--- src/rtl/ex_operand_muldiv.sv ---
// Execute-stage operand forwarding mux, single-cycle ALU and iterative signed MULT/DIV unit with HI/LO.
// Latency: ALU ops are combinational; MULT/DIV hold the stall for 33 cycles and write HI/LO after 32 iterations.
// Backpressure: stall_o holds IF/ID/EX while the multiply/divide runs; it drops in DONE so the op retires once.
module ex_operand_muldiv #(
  parameter int WIDTH = 32
) (
  input  logic             clk_i,
  input  logic             rst_i,
  input  logic             valid_i,
  input  logic [3:0]       alu_op_i,
  input  logic [1:0]       forward_a,
  input  logic [1:0]       forward_b,
  input  logic [WIDTH-1:0] rs_data_i,
  input  logic [WIDTH-1:0] rt_data_i,
  input  logic [WIDTH-1:0] mem_fwd_i,
  input  logic [WIDTH-1:0] wb_fwd_i,
  input  logic             alu_src_i,
  input  logic [WIDTH-1:0] imm_i,
  output logic [WIDTH-1:0] result_o,
  output logic [WIDTH-1:0] store_data_o,
  output logic             zero_o,
  output logic             stall_o,
  output logic [WIDTH-1:0] hi_o,
  output logic [WIDTH-1:0] lo_o
);

  localparam logic [3:0] OP_AND  = 4'b0000;
  localparam logic [3:0] OP_OR   = 4'b0001;
  localparam logic [3:0] OP_ADD  = 4'b0010;
  localparam logic [3:0] OP_SUB  = 4'b0110;
  localparam logic [3:0] OP_SLT  = 4'b0111;
  localparam logic [3:0] OP_NOR  = 4'b1100;
  localparam logic [3:0] OP_MULT = 4'b1000;
  localparam logic [3:0] OP_DIV  = 4'b1001;
  localparam logic [3:0] OP_MFHI = 4'b1010;
  localparam logic [3:0] OP_MFLO = 4'b1011;

  localparam logic [5:0] LAST_ITER = 6'(WIDTH - 1);

  typedef enum logic [1:0] {
    IDLE = 2'b00,
    MUL  = 2'b01,
    DIV  = 2'b10,
    DONE = 2'b11
  } state_t;

  state_t             state;
  logic [5:0]         cnt;
  // MUL: {partial product, remaining multiplier}; DIV: {remainder, remaining dividend / quotient}
  logic [2*WIDTH-1:0] acc;
  // MUL: multiplicand magnitude; DIV: divisor magnitude
  logic [WIDTH-1:0]   mag_op;
  logic               sign_a;
  logic               sign_b;
  logic               div_zero;

  logic [WIDTH-1:0]   op_a;
  logic [WIDTH-1:0]   op_bf;
  logic [WIDTH-1:0]   op_b;
  logic [WIDTH-1:0]   mag_a;
  logic [WIDTH-1:0]   mag_b;
  logic               is_md;

  logic [WIDTH:0]     mul_sum;
  logic [2*WIDTH-1:0] mul_next;
  logic [2*WIDTH-1:0] mul_prod;
  logic [WIDTH:0]     div_shift;
  logic [WIDTH:0]     div_trial;
  logic [2*WIDTH-1:0] div_next;
  logic [WIDTH-1:0]   div_quo;
  logic [WIDTH-1:0]   div_rem;
  logic [WIDTH-1:0]   div_lo;
  logic [WIDTH-1:0]   div_hi;

  // Operand selection: forwarding for A and B, then immediate override for B only
  always_comb begin
    case (forward_a)
      2'b01:   op_a = mem_fwd_i;
      2'b10:   op_a = wb_fwd_i;
      default: op_a = rs_data_i;
    endcase
    case (forward_b)
      2'b01:   op_bf = mem_fwd_i;
      2'b10:   op_bf = wb_fwd_i;
      default: op_bf = rt_data_i;
    endcase
    op_b  = alu_src_i ? imm_i : op_bf;
    mag_a = op_a[WIDTH-1] ? -op_a : op_a;
    mag_b = op_b[WIDTH-1] ? -op_b : op_b;
    is_md = (alu_op_i == OP_MULT) || (alu_op_i == OP_DIV);
  end

  assign store_data_o = op_bf;

  // Single-cycle ALU; MULT/DIV drive 0 and unknown opcodes return 0
  always_comb begin
    result_o = '0;
    case (alu_op_i)
      OP_AND:  result_o = op_a & op_b;
      OP_OR:   result_o = op_a | op_b;
      OP_ADD:  result_o = op_a + op_b;
      OP_SUB:  result_o = op_a - op_b;
      OP_SLT:  result_o = {{(WIDTH-1){1'b0}}, ($signed(op_a) < $signed(op_b))};
      OP_NOR:  result_o = ~(op_a | op_b);
      OP_MFHI: result_o = hi_o;
      OP_MFLO: result_o = lo_o;
      default: result_o = '0;
    endcase
  end

  assign zero_o = (result_o == '0);

  // One iteration of shift-add multiply and restoring divide, plus the final sign fix-up
  always_comb begin
    mul_sum   = {1'b0, acc[2*WIDTH-1:WIDTH]} + (acc[0] ? {1'b0, mag_op} : {(WIDTH+1){1'b0}});
    mul_next  = {mul_sum, acc[WIDTH-1:1]};
    mul_prod  = (sign_a ^ sign_b) ? -mul_next : mul_next;

    div_shift = {acc[2*WIDTH-1:WIDTH], acc[WIDTH-1]};
    div_trial = div_shift - {1'b0, mag_op};
    if (div_trial[WIDTH]) begin
      div_next = {div_shift[WIDTH-1:0], acc[WIDTH-2:0], 1'b0};
    end else begin
      div_next = {div_trial[WIDTH-1:0], acc[WIDTH-2:0], 1'b1};
    end
    div_quo = div_next[WIDTH-1:0];
    div_rem = div_next[2*WIDTH-1:WIDTH];
    // A zero divisor never fails the trial subtract, so the remainder ends as |A| and
    // the sign fix-up returns A itself; only the quotient needs overriding.
    div_lo  = div_zero ? '1 : ((sign_a ^ sign_b) ? -div_quo : div_quo);
    div_hi  = sign_a ? -div_rem : div_rem;
  end

  assign stall_o = !rst_i && (((state == IDLE) && valid_i && is_md) ||
                              (state == MUL) || (state == DIV));

  // Multiply/divide sequencer: capture magnitudes at issue, iterate 32 times, commit HI/LO once
  always_ff @(posedge clk_i) begin
    if (rst_i) begin
      state    <= IDLE;
      cnt      <= '0;
      acc      <= '0;
      mag_op   <= '0;
      sign_a   <= 1'b0;
      sign_b   <= 1'b0;
      div_zero <= 1'b0;
      hi_o     <= '0;
      lo_o     <= '0;
    end else begin
      case (state)
        IDLE: begin
          if (valid_i && is_md) begin
            cnt      <= '0;
            sign_a   <= op_a[WIDTH-1];
            sign_b   <= op_b[WIDTH-1];
            div_zero <= (op_b == '0);
            if (alu_op_i == OP_MULT) begin
              state  <= MUL;
              acc    <= {{WIDTH{1'b0}}, mag_b};
              mag_op <= mag_a;
            end else begin
              state  <= DIV;
              acc    <= {{WIDTH{1'b0}}, mag_a};
              mag_op <= mag_b;
            end
          end
        end
        MUL: begin
          acc <= mul_next;
          cnt <= cnt + 6'd1;
          if (cnt == LAST_ITER) begin
            {hi_o, lo_o} <= mul_prod;
            state        <= DONE;
          end
        end
        DIV: begin
          acc <= div_next;
          cnt <= cnt + 6'd1;
          if (cnt == LAST_ITER) begin
            hi_o  <= div_hi;
            lo_o  <= div_lo;
            state <= DONE;
          end
        end
        default: begin
          state <= IDLE;
        end
      endcase
    end
  end

endmodule

--- config.mk ---
export PLATFORM = sky130hd
export DESIGN_NAME = ex_operand_muldiv
export DESIGN_NICKNAME = d
export VERILOG_FILES = /design/src/rtl/ex_operand_muldiv.sv
export SDC_FILE = /design/constraint.sdc
export NUM_CORES = 1
export LEC_CHECK = 0
export ABC_AREA = 1
export ABC_CLOCK_PERIOD_IN_PS = 4550
export BUFFER_PORTS_ARGS = -buffer_cell sky130_fd_sc_hd__buf_4
export CAP_MARGIN = 20
export CORE_ASPECT_RATIO = 1.1
export CORE_MARGIN = 4
export CORE_UTILIZATION = 30
export CTS_CLUSTER_SIZE = 20
export DETAILED_ROUTE_END_ITERATION = 6
export SETUP_SLACK_MARGIN = 0.02
export SLEW_MARGIN = 20
export SYNTH_ARGS = -nofsm -noshare
export SYNTH_HDL_FRONTEND = slang
export SYNTH_SLANG_ARGS = --single-unit
--- constraint.sdc ---
create_clock -name clk_i -period 4.55 [get_ports clk_i]
set_clock_uncertainty 0.15 [all_clocks]
set_input_delay 0.2275 -clock clk_i [delete_from_list [all_inputs] [get_ports clk_i]]
set_output_delay 0.2275 -clock clk_i [all_outputs]
set_load 0.1 [all_outputs]
* Word level (Yosys, flattened, before mapping)
Cells that the tools add are included.
** Storage, ports and cells
- Register bits after elaboration :: 171
- Input port bits :: 172
** Cells by class
- $add $sub $neg :: 10
- Magnitude comparators :: 1
- Equality and inequality tests :: 20
- Muxes and demuxes :: 28
- Bitwise operators :: 4
- Reductions and logical operators :: 21
** Operators by type and width (number)
- $mux 32 :: 13
- $pmux 32 s2 :: 4
- $pmux 32 s8 :: 1
- $mux 64 :: 3
- $pmux 64 s3 :: 1
- $neg 32->32 :: 4
- $logic_not 32->1 :: 2
- $neg 64->64 :: 1
- $add 32x32->33 :: 1
- $sub 33x32->33 :: 1
- $add 32x32->32 :: 1
- $and 32x32->32 :: 1
- $lt 32x32->1 :: 1
- $not 32->32 :: 1
- $or 32x32->32 :: 1
- $sub 32x32->32 :: 1
- $eq 4x4->1 const B :: 5
- $pmux 6 s2 :: 1
- $eq 4x3->1 const B :: 2
- $ne 2x1->1 const B :: 4
- $reduce_and 2->1 :: 4
- $add 6x1->6 const B :: 1
- $eq 2x1->1 const B :: 3
- $eq 2x2->1 const B :: 3
- other kinds (16) :: 24

* Logic depth before layout (Yosys ltp)
- Depth after elaboration :: 8
- Mapped depth :: 30
- Mapped depth without buffers :: 29

* Worst setup path after synthesis
Ideal clock, no wire load.
- Kind :: input to output
- Start :: input forward_b[0]
- End :: output zero_o
- Data arrival time :: 7.752 ns
- Required time :: 4.173 ns
- Setup slack :: -3.579 ns
- Cell stages on the path :: 18
- Path buffers :: 1
- Cell sequence :: inv_1 ha_1 inv_2 buf_4 nor2_1 a21oi_1 or2_1 o21ai_2 inv_1 ha_1 inv_1 fa_1 nand3_1 a21oi_1 o311ai_0 nor4_1 nand3b_1 nor2_1
** RTL lines
- start, declared :: RTL line 12 : input logic [1:0] forward_b,
- $eq 2x2->1 or $eq 2x1->1 (tied branches) :: RTL line 82 : case (forward_b)
- $pmux 32 s2 (*) :: RTL line 82
- named net store_data_o[0] :: RTL line 20 : output logic [WIDTH-1:0] store_data_o,
- $mux 32 (*) :: RTL line 87 : op_b = alu_src_i ? imm_i : op_bf;
- $sub 32x32->32 or $add 32x32->32 (tied branches) :: RTL line 102, 101
- $pmux 32 s8 (*) :: RTL line 98 : case (alu_op_i)
- named net result_o[4] :: RTL line 19 : output logic [WIDTH-1:0] result_o,
- $logic_not 32->1 (*) :: RTL line 111 : assign zero_o = (result_o == '0);
- end, declared :: RTL line 21 : output logic zero_o,
The timed path passes the listed nets; every way through them passes the cells marked *.

* Worst setup path in the final report
- Start :: input forward_b[1]
- End :: output zero_o
** On the way
- Word-level cells in the longest chain between the ends :: 7
** RTL lines (RTL line)
- $eq 2x2->1 or $eq 2x1->1 (tied branches) :: 82
- $pmux 32 s2 (*) :: 82
- $mux 32 (*) :: 87
- branches (longest 2 deep; another with $sub 32x32->32)
- $pmux 32 s8 (*) :: 98
- $logic_not 32->1 (*) :: 111
Every way passes the cells marked *.

==> impl_metrics.csv <==
group,metric,value,unit
worst_setup_path,crit-reg2reg-launch,"mag_op[0]",
flow_run,maxCapViolCount,0,
layout,nFillCells,9488,
clocking,holdBufCountCts,0,
placement,place_inst,6600,
logic_synthesis,netlist_instances,4660,
sta,rsz0062_at_grt,"yes",
hold_path,holdPathEnd,"state[0]",
layout,final_cell_mix,"nand2_1 (1143), buf_4 (962), inv_1 (556)",
layout,stdcell_count,6674,
logic_synthesis,synth_cell_types,65,
clocking,clk_pin_slew_worst_paths,0.08,ns
run_status,failed_checks,"setup timing",
pwr,seq_power_share,13.1,%
clocking,cts_root_buffer,"clkbuf_16",
placement,gp_congestion,1.12,
logic_synthesis,synth-main-ff-cell,"dfxtp_1",
hold_path,hold_start,"rst_i",
pwr,pwr-share-clk,7.9,%
pwr,p_total,19.9,mW
worst_setup_path,reg2reg_slack,0.39,ns
grt,grt_pass1_vias,33800,
pwr,p_int,7.60,mW
logic_synthesis,ys_seq_elements,171,
worst_setup_path,cp_max_fo,7,
worst_setup_path,crit_required,4.17,ns
logic_synthesis,synthTopCellsByArea,"nand2_1 (17%), dfxtp_1 (13%), ha_1 (8.5%)",
detailed_routing,vias_per_cell,5.41,
hold_path,worst_hold_path_type,"in2reg",
logic_synthesis,yosysTopAreaCell,"nand2_1",
worst_setup_path,worst-setup-path-type,"in2out",
layout,areaGrowthSynthToFinish,42.5,%
layout,final_common_cell,"nand2_1",
clocking,clockBufferDepth,2,
die,initial_utilization,30.2,%
clocking,cts_tree,"done",
sta,slew_headroom,25.7,%
detailed_routing,drt-pass1-iter-count,6,
layout,final_core_util,43.0,%
die,design.core.area,86200,µm²
pwr,peakVddDrop,715,µV
grt,antenna_found_initial,5,
sta,worstMarginPinSlew,1.10,ns
grt,grt_use_total,32.3,%
clocking,htree_levels,4,
sta,period_share,100,%
sta,finalSetupViolations,1,
die,rows,113,
pwr,swShare,61.9,%
worst_setup_path,r2r_end,"hi_o[30]",
sta,fin_setup_tns,-0.00955,ns
grt,grt_max_degree,97,
sta,holdWs,0.127,ns
logic_synthesis,yosys.area.top_type_share,16.8,%
detailed_routing,dr_total_vias,36100,
worst_setup_path,crit_path_end_kind,"output pin",
placement,pre_cts_slack,-0.654,ns
die,dieArea,91600,µm²
die,die_height,317,µm
sta,min_period,4.56,ns
placement,dpl_cell_area,34900,µm²
logic_synthesis,async_flop_share,0,%
logic_synthesis,yosysSeqAreaShare,13.1,%
die,ioPinCount,302,
worst_setup_path,crit_path_start_kind,"input pin",
clocking,clock_sinks,171,
logic_synthesis,netlist_area,26000,µm²
layout,drive_gt1_share,27.5,%
detailed_routing,dr.first_iter.drc_count,3736,
clocking,numCtsBuffers,17,
logic_synthesis,synth-edff-count,0,
detailed_routing,drcViolationCount,0,
logic_synthesis,syn_nets,5014,
pwr,p_switching,12.3,mW
detailed_routing,drt-total-wl,156000,µm
logic_synthesis,syn_area_per_cell,5.59,µm²
layout,nets,5859,
pwr,power.density,537,nW/µm²
detailed_routing,antenna_left,0,
hold_path,whs_path_depth,2,
worst_setup_path,worst_r2r_path_depth,28,
grt,grt_pass1_wl,219000,µm
placement,io_buffers,301,
sta,setup_ws,-0.00955,ns
pwr,p_comb_share,79.0,%
run_status,status,"finished, violations left",
die,dieWidth,289,µm
logic_synthesis,ys_warn_count,0,
layout,final_area,37100,µm²
grt,overflow,0,
sta,final_hold_viol_count,0,
placement,hpwl,131000,µm
detailed_routing,avgRoutedWirePerCell,23.3,µm
worst_setup_path,crit_arrival,4.18,ns
clocking,clock_latency,0.47,ns
pwr,p_leak,18.2,nW
sta,fmax,219,MHz
sta,drv_slew,0,
[how the worst max path moves through the flow]
stage / to / from / slack [ns]
global placement: zero_o / forward_a[0] / -0.67
detailed placement: zero_o / forward_a[0] / -0.65
CTS: zero_o / forward_b[0] / 0.02
floorplan: zero_o / forward_b[0] / -0.74
finish: zero_o / forward_b[1] / -0.01
global route: zero_o / forward_b[1] / -0.14
[what timing repair did]
action | CTS | global route
resized for setup | 93 | 252
pin swaps | 22 | 71
gates cloned | 0 | 5
endpoints found under the setup margin | 4 | 7
setup buffers | 8 | 24
[power by group through the flow]
stage	Sequential (mW)	Clock (mW)	Combinational [mW]
after floorplan	4.04	0	7.58
after global placement	2.58	0	14.9
after detailed placement	2.57	0	15.0
after CTS	2.54	1.58	15.1
after global routing	2.59	1.64	16.7
final	2.60	1.58	15.7
[synth_stat cells (38+ instances only)]
| master | count |
|---|---|
| nand2_1 | 1168 |
| inv_1 | 583 |
| nor2_1 | 501 |
| a21oi_1 | 429 |
| o21ai_0 | 331 |
| nand3_1 | 308 |
| ha_1 | 178 |
| dfxtp_1 | 171 |
| clkbuf_1 | 143 |
| xor2_1 | 82 |
| a31oi_1 | 64 |
| nand4_1 | 54 |
| nor3_1 | 54 |
| o22ai_1 | 49 |
| o211ai_1 | 45 |
| a22o_1 | 38 |
[kinds of logic (layout without fill, tap and decap cells)]
group | Yosys count | count (layout) | synth area share, %
adders and majority gates | 182 | 182 | 8.86
xor gates and xnor gates | 90 | 90 | 3.03
DFF | 171 | 171 | 13.1
other | 0 | 6 | 0
buffers and inverters | 817 | 1675 | 12.2
and+or+nand+nor | 2239 | 2239 | 36.6
AOI/OAI and AO/OA | 1144 | 1144 | 25.5
muxes | 17 | 17 | 0.653
[layout make-up]
| class | count | area (µm²) | area share, % |
|---|---|---|---|
| multi-input cells | 3672 | 21100 | 56.9 |
| inverters | 628 | 2390 | 6.44 |
| well taps | 1150 | 1440 | 3.88 |
| clock buffers | 17 | 425 | 1.15 |
| clock inverters | 15 | 185 | 0.499 |
| repair buffers | 1015 | 8120 | 21.9 |
| flip-flops and latches | 171 | 3420 | 9.22 |
| diodes | 6 | 15.0 | 0.0405 |
[critical path, cell delays in order]
cell	delay (ns)
buf_4	0.12
ha_4	0.35
clkinv_8	0.12
clkbuf_16	0.19
nor2_4	0.11
a21oi_4	0.05
o21ai_2	0.18
buf_6	0.15
ha_1	0.25
buf_4	0.16
buf_4	0.14
nor2_4	0.14
inv_2	0.08
nor4_1	0.27
buf_4	0.19
nand4_1	0.31
a21oi_1	0.24
buf_4	0.13
o21ai_2	0.08
nor4_2	0.21
nand3b_1	0.15
nor2_4	0.13
buf_12	0.18
[state kept, by name, indices dropped and copies added (netlist names)]
| register | cells |
|---|---|
| mag_op | 32 |
| acc | 64 |
| div_zero | 1 |
| lo_o | 32 |
| sign_a | 1 |
| state | 2 |
| cnt | 6 |
| sign_b | 1 |
| hi_o | 32 |
[routing by layer]
layer / vias to the layer above / routed length, µm / track usage (%)
met2: 1773 / 71500 / 54.3
met1: 16700 / 58400 / 37.2
li1: 17200 / - / -
met3: 482 / 11400 / 4.93
met5: - / 14 / 0
met4: 4 / 14400 / 23.3
Note: power is estimated with default switching activity, not from simulation.
